<file path="src/rtl/secded_stream_decoder.sv">
// secded_stream_decoder: two-stage pipelined SECDED (extended Hamming) decoder
// with valid/ready handshakes on both sides.
//
// Codeword layout: bit 0 holds overall parity. Positions 1..CW_W-1 form a
// Hamming code, with check bits at power-of-two positions and data bits
// filling the remaining positions in ascending order.
//
// Optional feature macro: SECDED_ERR_CNT_EN
//   defined   -> saturating sec_cnt/ded_cnt counters with synchronous cnt_clr
//   undefined -> no counter flops; sec_cnt/ded_cnt are tied to 0 and cnt_clr
//                is ignored
module secded_stream_decoder #(
  parameter int DATA_W = 8,
  parameter int CNT_W  = 16,
  localparam int P     = (DATA_W <= 4)  ? 3 :
                         (DATA_W <= 11) ? 4 :
                         (DATA_W <= 26) ? 5 :
                         (DATA_W <= 57) ? 6 : 7,
  localparam int CW_W  = DATA_W + P + 1
) (
  input  logic              clk,
  input  logic              rst_n,
  input  logic              in_valid,
  output logic              in_ready,
  input  logic [CW_W-1:0]   in_code,
  output logic              out_valid,
  input  logic              out_ready,
  output logic [DATA_W-1:0] out_data,
  output logic              out_sec,
  output logic              out_ded,
  input  logic              cnt_clr,
  output logic [CNT_W-1:0]  sec_cnt,
  output logic [CNT_W-1:0]  ded_cnt
);

  // Highest valid Hamming position; syndromes above it cannot name a real bit.
  localparam logic [P-1:0] MAX_POS = P'(CW_W - 1);

  // Codeword position that carries data bit idx (skips power-of-two slots).
  function automatic int data_pos(input int idx);
    int cnt;
    data_pos = 0;
    cnt      = 0;
    for (int j = 3; j < CW_W; j++) begin
      if ((j & (j - 1)) != 0) begin
        if (cnt == idx) data_pos = j;
        cnt++;
      end
    end
  endfunction

  // Pipeline state
  logic              s1_valid_q, s1_valid_d;
  logic [P-1:0]      s1_syn_q,   s1_syn_d;
  logic              s1_par_q,   s1_par_d;
  logic [DATA_W-1:0] s1_data_q,  s1_data_d;

  logic              out_valid_q, out_valid_d;
  logic [DATA_W-1:0] out_data_q,  out_data_d;
  logic              out_sec_q,   out_sec_d;
  logic              out_ded_q,   out_ded_d;

  logic              s1_load;
  logic              s2_load;
  logic              out_xfer;

  logic [P-1:0]      syn_calc;
  logic              par_calc;
  logic [DATA_W-1:0] raw_data;
  logic [DATA_W-1:0] flip_mask;
  logic [DATA_W-1:0] corr_data;
  logic              sec_calc;
  logic              ded_calc;

  // Pull the data bits out of their scattered codeword positions, and build
  // the correction mask: a data bit flips only when the syndrome names its
  // position and the overall parity confirms an odd error count.
  for (genvar g = 0; g < DATA_W; g++) begin : g_data_map
    localparam int           POS   = data_pos(g);
    localparam logic [P-1:0] POS_S = P'(POS);
    assign raw_data[g]  = in_code[POS];
    assign flip_mask[g] = s1_par_q && (s1_syn_q == POS_S);
  end

  // Handshake control: stage 2 advances when its slot is free or being
  // drained; stage 1 advances when empty or when stage 2 takes its word.
  always_comb begin
    s2_load  = !out_valid_q || out_ready;
    s1_load  = !s1_valid_q || s2_load;
    out_xfer = out_valid_q && out_ready;
  end

  assign in_ready = s1_load;

  // Syndrome and overall parity of the incoming codeword.
  always_comb begin
    syn_calc = '0;
    for (int k = 0; k < P; k++) begin
      for (int j = 1; j < CW_W; j++) begin
        if (j[k]) syn_calc[k] = syn_calc[k] ^ in_code[j];
      end
    end
    par_calc = ^in_code;
  end

  // Stage 1 next state: capture syndrome, parity and raw data on accept.
  always_comb begin
    s1_valid_d = s1_valid_q;
    s1_syn_d   = s1_syn_q;
    s1_par_d   = s1_par_q;
    s1_data_d  = s1_data_q;
    if (s1_load) begin
      s1_valid_d = in_valid;
      if (in_valid) begin
        s1_syn_d  = syn_calc;
        s1_par_d  = par_calc;
        s1_data_d = raw_data;
      end
    end
  end

  // Error classification from stage 1. Parity error with an in-range
  // syndrome (including 0, the parity bit itself) is correctable; anything
  // else with a nonzero syndrome is uncorrectable. The two are exclusive.
  always_comb begin
    corr_data = s1_data_q ^ flip_mask;
    sec_calc  = s1_par_q && (s1_syn_q <= MAX_POS);
    ded_calc  = s1_par_q ? (s1_syn_q > MAX_POS) : (s1_syn_q != '0);
  end

  // Stage 2 next state: output register, held while stalled downstream.
  always_comb begin
    out_valid_d = out_valid_q;
    out_data_d  = out_data_q;
    out_sec_d   = out_sec_q;
    out_ded_d   = out_ded_q;
    if (s2_load) begin
      out_valid_d = s1_valid_q;
      if (s1_valid_q) begin
        out_data_d = corr_data;
        out_sec_d  = sec_calc;
        out_ded_d  = ded_calc;
      end
    end
  end

  // Pipeline registers; reset discards every in-flight word.
  always_ff @(posedge clk or negedge rst_n) begin
    if (!rst_n) begin
      s1_valid_q  <= 1'b0;
      s1_syn_q    <= '0;
      s1_par_q    <= 1'b0;
      s1_data_q   <= '0;
      out_valid_q <= 1'b0;
      out_data_q  <= '0;
      out_sec_q   <= 1'b0;
      out_ded_q   <= 1'b0;
    end else begin
      s1_valid_q  <= s1_valid_d;
      s1_syn_q    <= s1_syn_d;
      s1_par_q    <= s1_par_d;
      s1_data_q   <= s1_data_d;
      out_valid_q <= out_valid_d;
      out_data_q  <= out_data_d;
      out_sec_q   <= out_sec_d;
      out_ded_q   <= out_ded_d;
    end
  end

  assign out_valid = out_valid_q;
  assign out_data  = out_data_q;
  assign out_sec   = out_sec_q;
  assign out_ded   = out_ded_q;

`ifdef SECDED_ERR_CNT_EN
  localparam logic [CNT_W-1:0] CNT_ONE = CNT_W'(1);
  localparam logic [CNT_W-1:0] CNT_MAX = '1;

  logic [CNT_W-1:0] sec_cnt_q, sec_cnt_d;
  logic [CNT_W-1:0] ded_cnt_q, ded_cnt_d;

  // Counters step only on a completed output transfer; clear has priority.
  always_comb begin
    sec_cnt_d = sec_cnt_q;
    ded_cnt_d = ded_cnt_q;
    if (cnt_clr) begin
      sec_cnt_d = '0;
      ded_cnt_d = '0;
    end else if (out_xfer) begin
      if (out_sec_q && (sec_cnt_q != CNT_MAX)) sec_cnt_d = sec_cnt_q + CNT_ONE;
      if (out_ded_q && (ded_cnt_q != CNT_MAX)) ded_cnt_d = ded_cnt_q + CNT_ONE;
    end
  end

  // Error counter registers.
  always_ff @(posedge clk or negedge rst_n) begin
    if (!rst_n) begin
      sec_cnt_q <= '0;
      ded_cnt_q <= '0;
    end else begin
      sec_cnt_q <= sec_cnt_d;
      ded_cnt_q <= ded_cnt_d;
    end
  end

  assign sec_cnt = sec_cnt_q;
  assign ded_cnt = ded_cnt_q;
`else
  // Counters compiled out: outputs constant, clear input has no effect.
  logic unused_cnt_clr;
  logic unused_out_xfer;
  assign unused_cnt_clr  = cnt_clr;
  assign unused_out_xfer = out_xfer;
  assign sec_cnt = '0;
  assign ded_cnt = '0;
`endif

endmodule

</file>
<file path="config.mk">
export PLATFORM = sky130hd
export DESIGN_NAME = secded_stream_decoder
export DESIGN_NICKNAME = d
export VERILOG_FILES = /design/src/rtl/secded_stream_decoder.sv
export SDC_FILE = /design/constraint.sdc
export NUM_CORES = 1
export LEC_CHECK = 0
export BUFFER_PORTS_ARGS = -buffer_cell sky130_fd_sc_hd__buf_4
export CAP_MARGIN = 15
export CORE_MARGIN = 1
export CORE_UTILIZATION = 51
export CTS_CLUSTER_DIAMETER = 150
export DETAILED_ROUTE_END_ITERATION = 8
export PLACE_DENSITY = 0.86
export SLEW_MARGIN = 20
export SYNTH_ARGS = -nofsm -noshare
export SYNTH_HDL_FRONTEND = slang
export SYNTH_SLANG_ARGS = --single-unit
</file>
<file path="constraint.sdc">
create_clock -name clk -period 2.4 [get_ports clk]
set_input_delay 0.24 -clock clk [delete_from_list [all_inputs] [get_ports clk]]
set_output_delay 0.24 -clock clk [all_outputs]
set_load 0.02 [all_outputs]
</file>
==> results of run 1 <==
-- state kept, by name, summed over array words and instances, names as in the netlist --
name	flops
s1_par_q	1
s1_valid_q	1
s1_data_q	8
out_valid	1
out_sec	1
out_ded	1
out_data	8
s1_syn_q	4
-- stage by stage --
stage / util / instances / cell area, µm² / setup slack, ns / power (W)
CTS: 0.597 / 213 / 1660 / 0.863 / 0.00128
detailed placement: 0.584 / 208 / 1630 / 0.819 / 0.00110
floorplan: - / 184 / 1630 / 0.841 / 0.000973
finish: 0.597 / 213 / 1660 / 0.867 / 0.00126
global route: 0.597 / 213 / 1660 / 0.745 / 0.00136
global placement: 0.584 / 208 / 1630 / 0.880 / 0.00108
-- how the worst max path moves through the flow --
stage | end | slack, ns | cells after the start
after detailed placement | s1_data_q[0] | 0.82 | 4
after CTS | s1_data_q[4] | 0.86 | 3
after floorplan | s1_syn_q[0] | 0.84 | 4
after global placement | s1_data_q[4] | 0.88 | 4
after global routing | s1_data_q[4] | 0.74 | 3
final | s1_data_q[0] | 0.87 | 3
-- synthesized netlist by cell type --
cell	count
sky130_fd_sc_hd__buf_4	32
sky130_fd_sc_hd__clkbuf_1	3
sky130_fd_sc_hd__conb_1	1
sky130_fd_sc_hd__dfrtp_1	25
sky130_fd_sc_hd__mux2_2	8
sky130_fd_sc_hd__nand2_1	20
sky130_fd_sc_hd__nand2b_1	5
sky130_fd_sc_hd__nand3b_1	3
sky130_fd_sc_hd__nand4_1	1
sky130_fd_sc_hd__nor2_1	8
sky130_fd_sc_hd__nor3_1	1
sky130_fd_sc_hd__nor4b_1	1
sky130_fd_sc_hd__o21ai_0	17
sky130_fd_sc_hd__o21ai_1	1
sky130_fd_sc_hd__xnor2_1	19
sky130_fd_sc_hd__xnor2_2	1
sky130_fd_sc_hd__xnor3_1	2
sky130_fd_sc_hd__xor2_1	5
-- routing by layer --
layer / wire (µm) / vias to the layer above / track usage
li1: - / 492 / -
met5: 0 / - / 0
met2: 1070 / 40 / 0.254
met3: 118 / 2 / 0.0300
met1: 981 / 435 / 0.192
met4: 13 / 0 / 0.0662
-- cells by family after synthesis --
group                  count (synthesis)  share of synthesized area
AND/OR/NAND/NOR                       39                      0.118
buffers and inverters                 35                      0.166
XOR/XNOR                              27                      0.180
flip-flops                            25                      0.414
AO/OA/AOI/OAI                         18                     0.0596
multiplexers                           8                     0.0596
other                                  1                    0.00248
-- worst register-to-register path: cells and delay by family, from the launching register on --
| kind | cells | cell delay [ns] |
|---|---|---|
| mux | 1 | 0.41 |
| simple gates | 2 | 0.62 |
| flops | 1 | 0.41 |
-- power groups by stage --
stage / clock, W / sequential [W] / combinational (W)
4_1_cts: 0.000186 / 0.000609 / 0.000484
3_5_place_dp: 0 / 0.000618 / 0.000483
3_3_place_gp: 0 / 0.000612 / 0.000471
6_report: 0.000177 / 0.000608 / 0.000478
2_1_floorplan: 0 / 0.000662 / 0.000311
5_1_grt: 0.000203 / 0.000628 / 0.000530
-- what timing repair did --
action,4_1_cts,5_1_grt
endpoints found under the hold margin,25,0
hold buffers,1,0
setup endpoints to repair,0,0
-- final cells by class --
type / count / area (µm²)
fillers: 256 / 1120
repair buffers: 29 / 220
well taps: 31 / 38.8
flip-flops and latches: 25 / 626
multi-input cells: 124 / 751
clock buffers: 4 / 26.3
==> results.sh, run 1 <==
export IMPL_timing_final_max_slew_violations=0
export IMPL_regToRegEndpoint="s1_data_q[0]"
export IMPL_cts_buffers_inserted=3
export IMPL_post_drt_via_cell_ratio=4.55
export IMPL_via_count_of_the_first_global_routing_pass=858
export IMPL_cts_root_buf="sky130_fd_sc_hd__clkbuf_4"
export IMPL_max_vdd_ir_drop_mv=0.573
export IMPL_syn_instance_count=153
export IMPL_post_cts_resized=0
export IMPL_mostFrequentLayoutCells="32 x sky130_fd_sc_hd__conb_1, 28 x sky130_fd_sc_hd__buf_4, 25 x sky130_fd_sc_hd__dfrtp_1, 20 x sky130_fd_sc_hd__nand2_1, 19 x sky130_fd_sc_hd__xnor2_1"
export IMPL_critical_path_top_delay_family="simple AND/OR/NAND/NOR gates"
export IMPL_post_route_period_util=0.639
export IMPL_combinationalPowerShare=0.378
export IMPL_syn_area_um2=1510
export IMPL_r2r_cell_count=3
export IMPL_share_seq_of_total_power=0.481
export IMPL_register_clock_pin_slew_on_the_reported_worst_setup_and_hold_paths_ns=0.12
export IMPL_critical_path_cell_chain="nand3b_1, nand2_1, mux2_2"
export IMPL_synthDistinctLibCells=18
export IMPL_critical_path_max_fanout=18
export IMPL_numClockSinks=25
export IMPL_min_from="in_valid"
export IMPL_grt_pass1_wl_mm=3.75
export IMPL_antennaDiodeCount=0
export IMPL_drt_pre_antenna_iters=4
export IMPL_cts_max_path_buffers=2
export IMPL_worst_slew_pin_transition_ns=0.566
export IMPL_cts_setup_buffers=0
export IMPL_report_final_setup_viol=0
export IMPL_tritoncts="done"
export IMPL_p_int_w=0.000805
export IMPL_worstReg2RegStart="out_valid"
export IMPL_post_synth_cell_area_avg_um2=9.88
export IMPL_period_needed_ns=1.53
export IMPL_layout_nets=201
export IMPL_setup_worst_path_start_class="flop"
export IMPL_netlist_top_cell_by_area="sky130_fd_sc_hd__dfrtp_1"
export IMPL_powerDensity_nw_per_um2=760
export IMPL_h_tree_depth=1
export IMPL_post_drt_wl_per_cell_um=10.2
export IMPL_wl_mm=2.18
export IMPL_timing_max_slew_rel_slack=0.622
export IMPL_drc_errors=0
export IMPL_timing_setup_tns_ns=0
export IMPL_min_to="s1_valid_q"
export IMPL_result_of_the_run="finished clean"
export IMPL_netSwitchingPower_w=0.000459
export IMPL_netlist_top_cells_area="sky130_fd_sc_hd__dfrtp_1 41%, sky130_fd_sc_hd__buf_4 16%, sky130_fd_sc_hd__xnor2_1 11%"
export IMPL_detailedPlacementHpwl_mm=1.82
export IMPL_critical_path_buf_inv_count=0
export IMPL_design_core_area_um2=2780
export IMPL_detailroute_via_count=969
export IMPL_total_leakage_power_nw=0.779
export IMPL_reg2reg_slack_ns=0.87
export IMPL_timing_critical_path_from="out_valid"
export IMPL_grt_setup_unrepaired="no"
export IMPL_critPathSlowestCell="sky130_fd_sc_hd__nand2_1"
export IMPL_clock_power_share=0.140
export IMPL_antenna_violations_before_repair=0
export IMPL_layout_cells_most_common="sky130_fd_sc_hd__conb_1"
export IMPL_globalplace_congestion=0.747
export IMPL_fp_dieH_um=56.4
export IMPL_first_iter_violations=8
export IMPL_grt_start_max_net_pins=26
export IMPL_min_delay_path_class="input port to flop"
export IMPL_timing_critical_path_required_ns=2.60
export IMPL_grt_util_all_layers=0.153
export IMPL_chipWidth_um=56.4
export IMPL_io_buffers=28
export IMPL_share_of_the_synthesized_area_in_the_top_cell_type=0.414
export IMPL_fin_worst_hold_slack_ns=0.127
export IMPL_num_io_pins=62
export IMPL_row_count=19
export IMPL_ant_nets=0
export IMPL_layout_drive_gt1_share=0.220
export IMPL_crit_path_end_kind="flop"
export IMPL_cap_viol_max_count=0
export IMPL_area_growth_synth_to_final_pct=9.93
export IMPL_synth_seq_area_share=0.414
export IMPL_timing_setup_critical_path_class="flop to flop"
export IMPL_sw_frac_of_total=0.363
export IMPL_cpPeakStageDelay_ns=0.47
export IMPL_initial_core_util=0.543
export IMPL_hold_viol=0
export IMPL_grt_overflow_total=0
export IMPL_clock_skew_ns=0.00110
export IMPL_synth_warnings=0
export IMPL_cp_arrival_ns=1.73
export IMPL_timing_fmax_mhz=652
export IMPL_clkLatencyLatePin_ns=0.30
export IMPL_yosys_register_bits=25
export IMPL_worstHoldPathCells=2
export IMPL_die_area_um2=3190
Power figures use the tool's default switching activity.
==> run 2: changes to the inputs <==
--- a/config.mk
+++ b/config.mk
@@ -5,13 +5,14 @@
 export SDC_FILE = /design/constraint.sdc
 export NUM_CORES = 1
 export LEC_CHECK = 0
+export ABC_AREA = 1
 export BUFFER_PORTS_ARGS = -buffer_cell sky130_fd_sc_hd__buf_4
 export CAP_MARGIN = 15
 export CORE_MARGIN = 1
-export CORE_UTILIZATION = 51
+export CORE_UTILIZATION = 45
 export CTS_CLUSTER_DIAMETER = 150
 export DETAILED_ROUTE_END_ITERATION = 8
-export PLACE_DENSITY = 0.86
+export PLACE_DENSITY = 0.79
 export SLEW_MARGIN = 20
 export SYNTH_ARGS = -nofsm -noshare
 export SYNTH_HDL_FRONTEND = slang
==> constraint.sdc (replaced) <==
create_clock -name clk -period 1.4 [get_ports clk]
set_input_delay 0.14 -clock clk [delete_from_list [all_inputs] [get_ports clk]]
set_output_delay 0.14 -clock clk [all_outputs]
set_load 0.02 [all_outputs]
==> run 2 against run 1 <==
Sequential cell count is the same. Wire length grew 32%. Synthesized cell count grew 56%. Fmax grew 25%.
==> results.sh, run 2 <==
export IMPL_syn_instance_count=238
export IMPL_timing_setup_tns_ns=0
export IMPL_netlist_top_cells_area="sky130_fd_sc_hd__dfrtp_1 37%, sky130_fd_sc_hd__nand2_1 21%, sky130_fd_sc_hd__buf_4 14%"
export IMPL_globalplace_congestion=0.840
export IMPL_synth_seq_area_share=0.370
export IMPL_routed_top_layer="met4"
export IMPL_drt_pre_antenna_iters=5
export IMPL_netlist_top_cell_by_area="sky130_fd_sc_hd__dfrtp_1"
export IMPL_wl_mm=2.89
export IMPL_clkLatencyLatePin_ns=0.26
export IMPL_ant_nets=0
export IMPL_timing_setup_critical_path_class="flop to flop"
export IMPL_chipWidth_um=63.3
export IMPL_max_vdd_ir_drop_mv=0.431
export IMPL_drc_errors=0
export IMPL_syn_area_um2=1690
export IMPL_detailroute_via_count=1378
export IMPL_powerDensity_nw_per_um2=1220
export IMPL_cts_root_buf="sky130_fd_sc_hd__clkbuf_8"
export IMPL_die_area_um2=4010
export IMPL_timing_fmax_mhz=816
export IMPL_min_delay_path_class="input port to flop"
export IMPL_grt_overflow_total=0
export IMPL_grt_start_max_net_pins=26
export IMPL_layout_cells_most_common="sky130_fd_sc_hd__nand2_1"
export IMPL_grt_pass1_wl_mm=5.08
export IMPL_post_synth_edffs=0
export IMPL_critical_path_max_fanout=6
export IMPL_post_drt_wl_per_cell_um=9.10
export IMPL_setup_worst_path_start_class="flop"
export IMPL_timing_final_max_slew_violations=0
export IMPL_critical_path_buf_inv_count=2
export IMPL_critPathSlowestCell="sky130_fd_sc_hd__dfrtp_1"
export IMPL_clock_skew_ns=0.00169
export IMPL_cts_max_path_buffers=2
export IMPL_post_route_period_util=0.876
export IMPL_critical_path_top_delay_family="flip-flops"
export IMPL_synth_warnings=0
export IMPL_synthFlopType="sky130_fd_sc_hd__dfrtp_1"
export IMPL_row_count=21
export IMPL_yosys_register_bits=25
export IMPL_synthMostInstantiatedCell="sky130_fd_sc_hd__nand2_1"
export IMPL_routedLengthMet1_mm=1.32
export IMPL_hold_viol=0
export IMPL_mostFrequentLayoutCells="95 x sky130_fd_sc_hd__nand2_1, 32 x sky130_fd_sc_hd__conb_1, 32 x sky130_fd_sc_hd__buf_4, 25 x sky130_fd_sc_hd__dfrtp_1, 19 x sky130_fd_sc_hd__inv_1"
export IMPL_grt_util_all_layers=0.158
export IMPL_wl_met2_mm=1.44
export IMPL_final_core_util=0.549
export IMPL_timing_critical_path_required_ns=1.55
export IMPL_cp_arrival_ns=1.37
export IMPL_detailroute_wirelength_met3_um=116
export IMPL_fillCellCount=350
export IMPL_synthDistinctLibCells=21
export IMPL_layout_drive_gt1_share=0.144
export IMPL_io_buffers=28
export IMPL_register_clock_pin_slew_on_the_reported_worst_setup_and_hold_paths_ns=0.08
export IMPL_via_count_of_the_first_global_routing_pass=1227
export IMPL_first_iter_violations=52
export IMPL_design_core_area_um2=3470
export IMPL_cpPeakStageDelay_ns=0.39
export IMPL_fp_dieH_um=63.3
export IMPL_crit_path_end_kind="flop"
export IMPL_tritoncts="done"
export IMPL_total_leakage_power_nw=1.05
export IMPL_critical_path_cell_chain="nand3_2, nand2_4, clkinvlp_4, buf_4, nand3_1, o21ai_0"
export IMPL_fin_worst_hold_slack_ns=0.107
export IMPL_post_drt_via_cell_ratio=4.35
export IMPL_dpl_instance_area_um2=1830
export IMPL_post_synth_cell_area_avg_um2=7.11
export IMPL_period_needed_ns=1.23
export IMPL_async_flop_share=1.00
export IMPL_h_tree_depth=1
export IMPL_share_of_the_synthesized_area_in_the_top_cell_type=0.370
export IMPL_layout_nets=290
export IMPL_synth_top_cells_by_count="95 x sky130_fd_sc_hd__nand2_1, 32 x sky130_fd_sc_hd__buf_4, 25 x sky130_fd_sc_hd__dfrtp_1"
export IMPL_design_area_um2=1910
export IMPL_area_growth_synth_to_final_pct=12.6
export IMPL_grt_setup_unrepaired="no"
export IMPL_result_of_the_run="finished clean"
export IMPL_initial_core_util=0.488
export IMPL_pre_cts_slack_ns=0.0981
export IMPL_num_io_pins=62
export IMPL_report_final_setup_viol=0
export IMPL_cap_viol_max_count=0
export IMPL_detailedPlacementHpwl_mm=2.31
export IMPL_numClockSinks=25
export IMPL_antenna_violations_before_repair=0
export IMPL_final_setup_worst_slack_ns=0.174
export IMPL_antennaDiodeCount=0
export IMPL_cts_buffers_inserted=3
[run 2: layout make-up]
cell class / instances / area, µm² / share of cell area
Multi-Input combinational cell: 189 / 847 / 0.445
Clock inverter: 1 / 5.00 / 0.00263
Inverter: 20 / 78.8 / 0.0414
Sequential cell: 25 / 626 / 0.328
Tap cell: 46 / 57.6 / 0.0302
Timing Repair Buffer: 33 / 250 / 0.131
Clock buffer: 3 / 41.3 / 0.0217
[run 2: timing repair]
item,CTS,global route
gates resized for setup,0,1
buffers inserted,0,2
hold buffers,1,0
hold endpoints to repair,25,0
setup endpoints to repair,0,1
[run 2: stage by stage]
step           cells  total power (W)
3_5_place_dp     310          0.00192
3_3_place_gp     310          0.00189
6_report         317          0.00232
2_1_floorplan    269          0.00167
5_1_grt          317          0.00250
4_1_cts          315          0.00234
[run 2: final timing paths]
path | to | cells after the start | start | slack, ns
worst min-delay path | s1_syn_q[2] | 2 | in_code[12] | 0.11
max in group asynchronous | s1_valid_q | 2 | rst_n | 0.87
worst min register to register | out_data[4] | 2 | out_data[4] | 0.49
worst max register to register | s1_syn_q[1] | 6 | out_valid | 0.17
min in group asynchronous | out_data[2] | 2 | rst_n | 0.31
worst max-delay path | s1_syn_q[1] | 6 | out_valid | 0.17
[run 2: cell families after synthesis]
logic type             Yosys count  synth area share
other                            1           0.00222
flip-flops                      25             0.370
AND/OR/NAND/NOR                122             0.292
AO/OA/AOI/OAI                   22            0.0702
XOR/XNOR                        13            0.0673
buffers and inverters           55             0.199
[run 2: routing by layer]
layer  global-route usage  vias to the layer above
li1                     -                      736
met2                0.275                       34
met5                    0                        -
met4               0.0511                        0
met3               0.0217                        2
met1                0.200                      606
[run 2: power by group]
group | internal, W | switching [W] | leakage, nW | total (W)
clock | 0.000198 | 0.000208 | 0.0255 | 0.000407
combinational | 0.000352 | 0.000550 | 0.725 | 0.000902
sequential | 0.000894 | 0.000118 | 0.304 | 0.00101
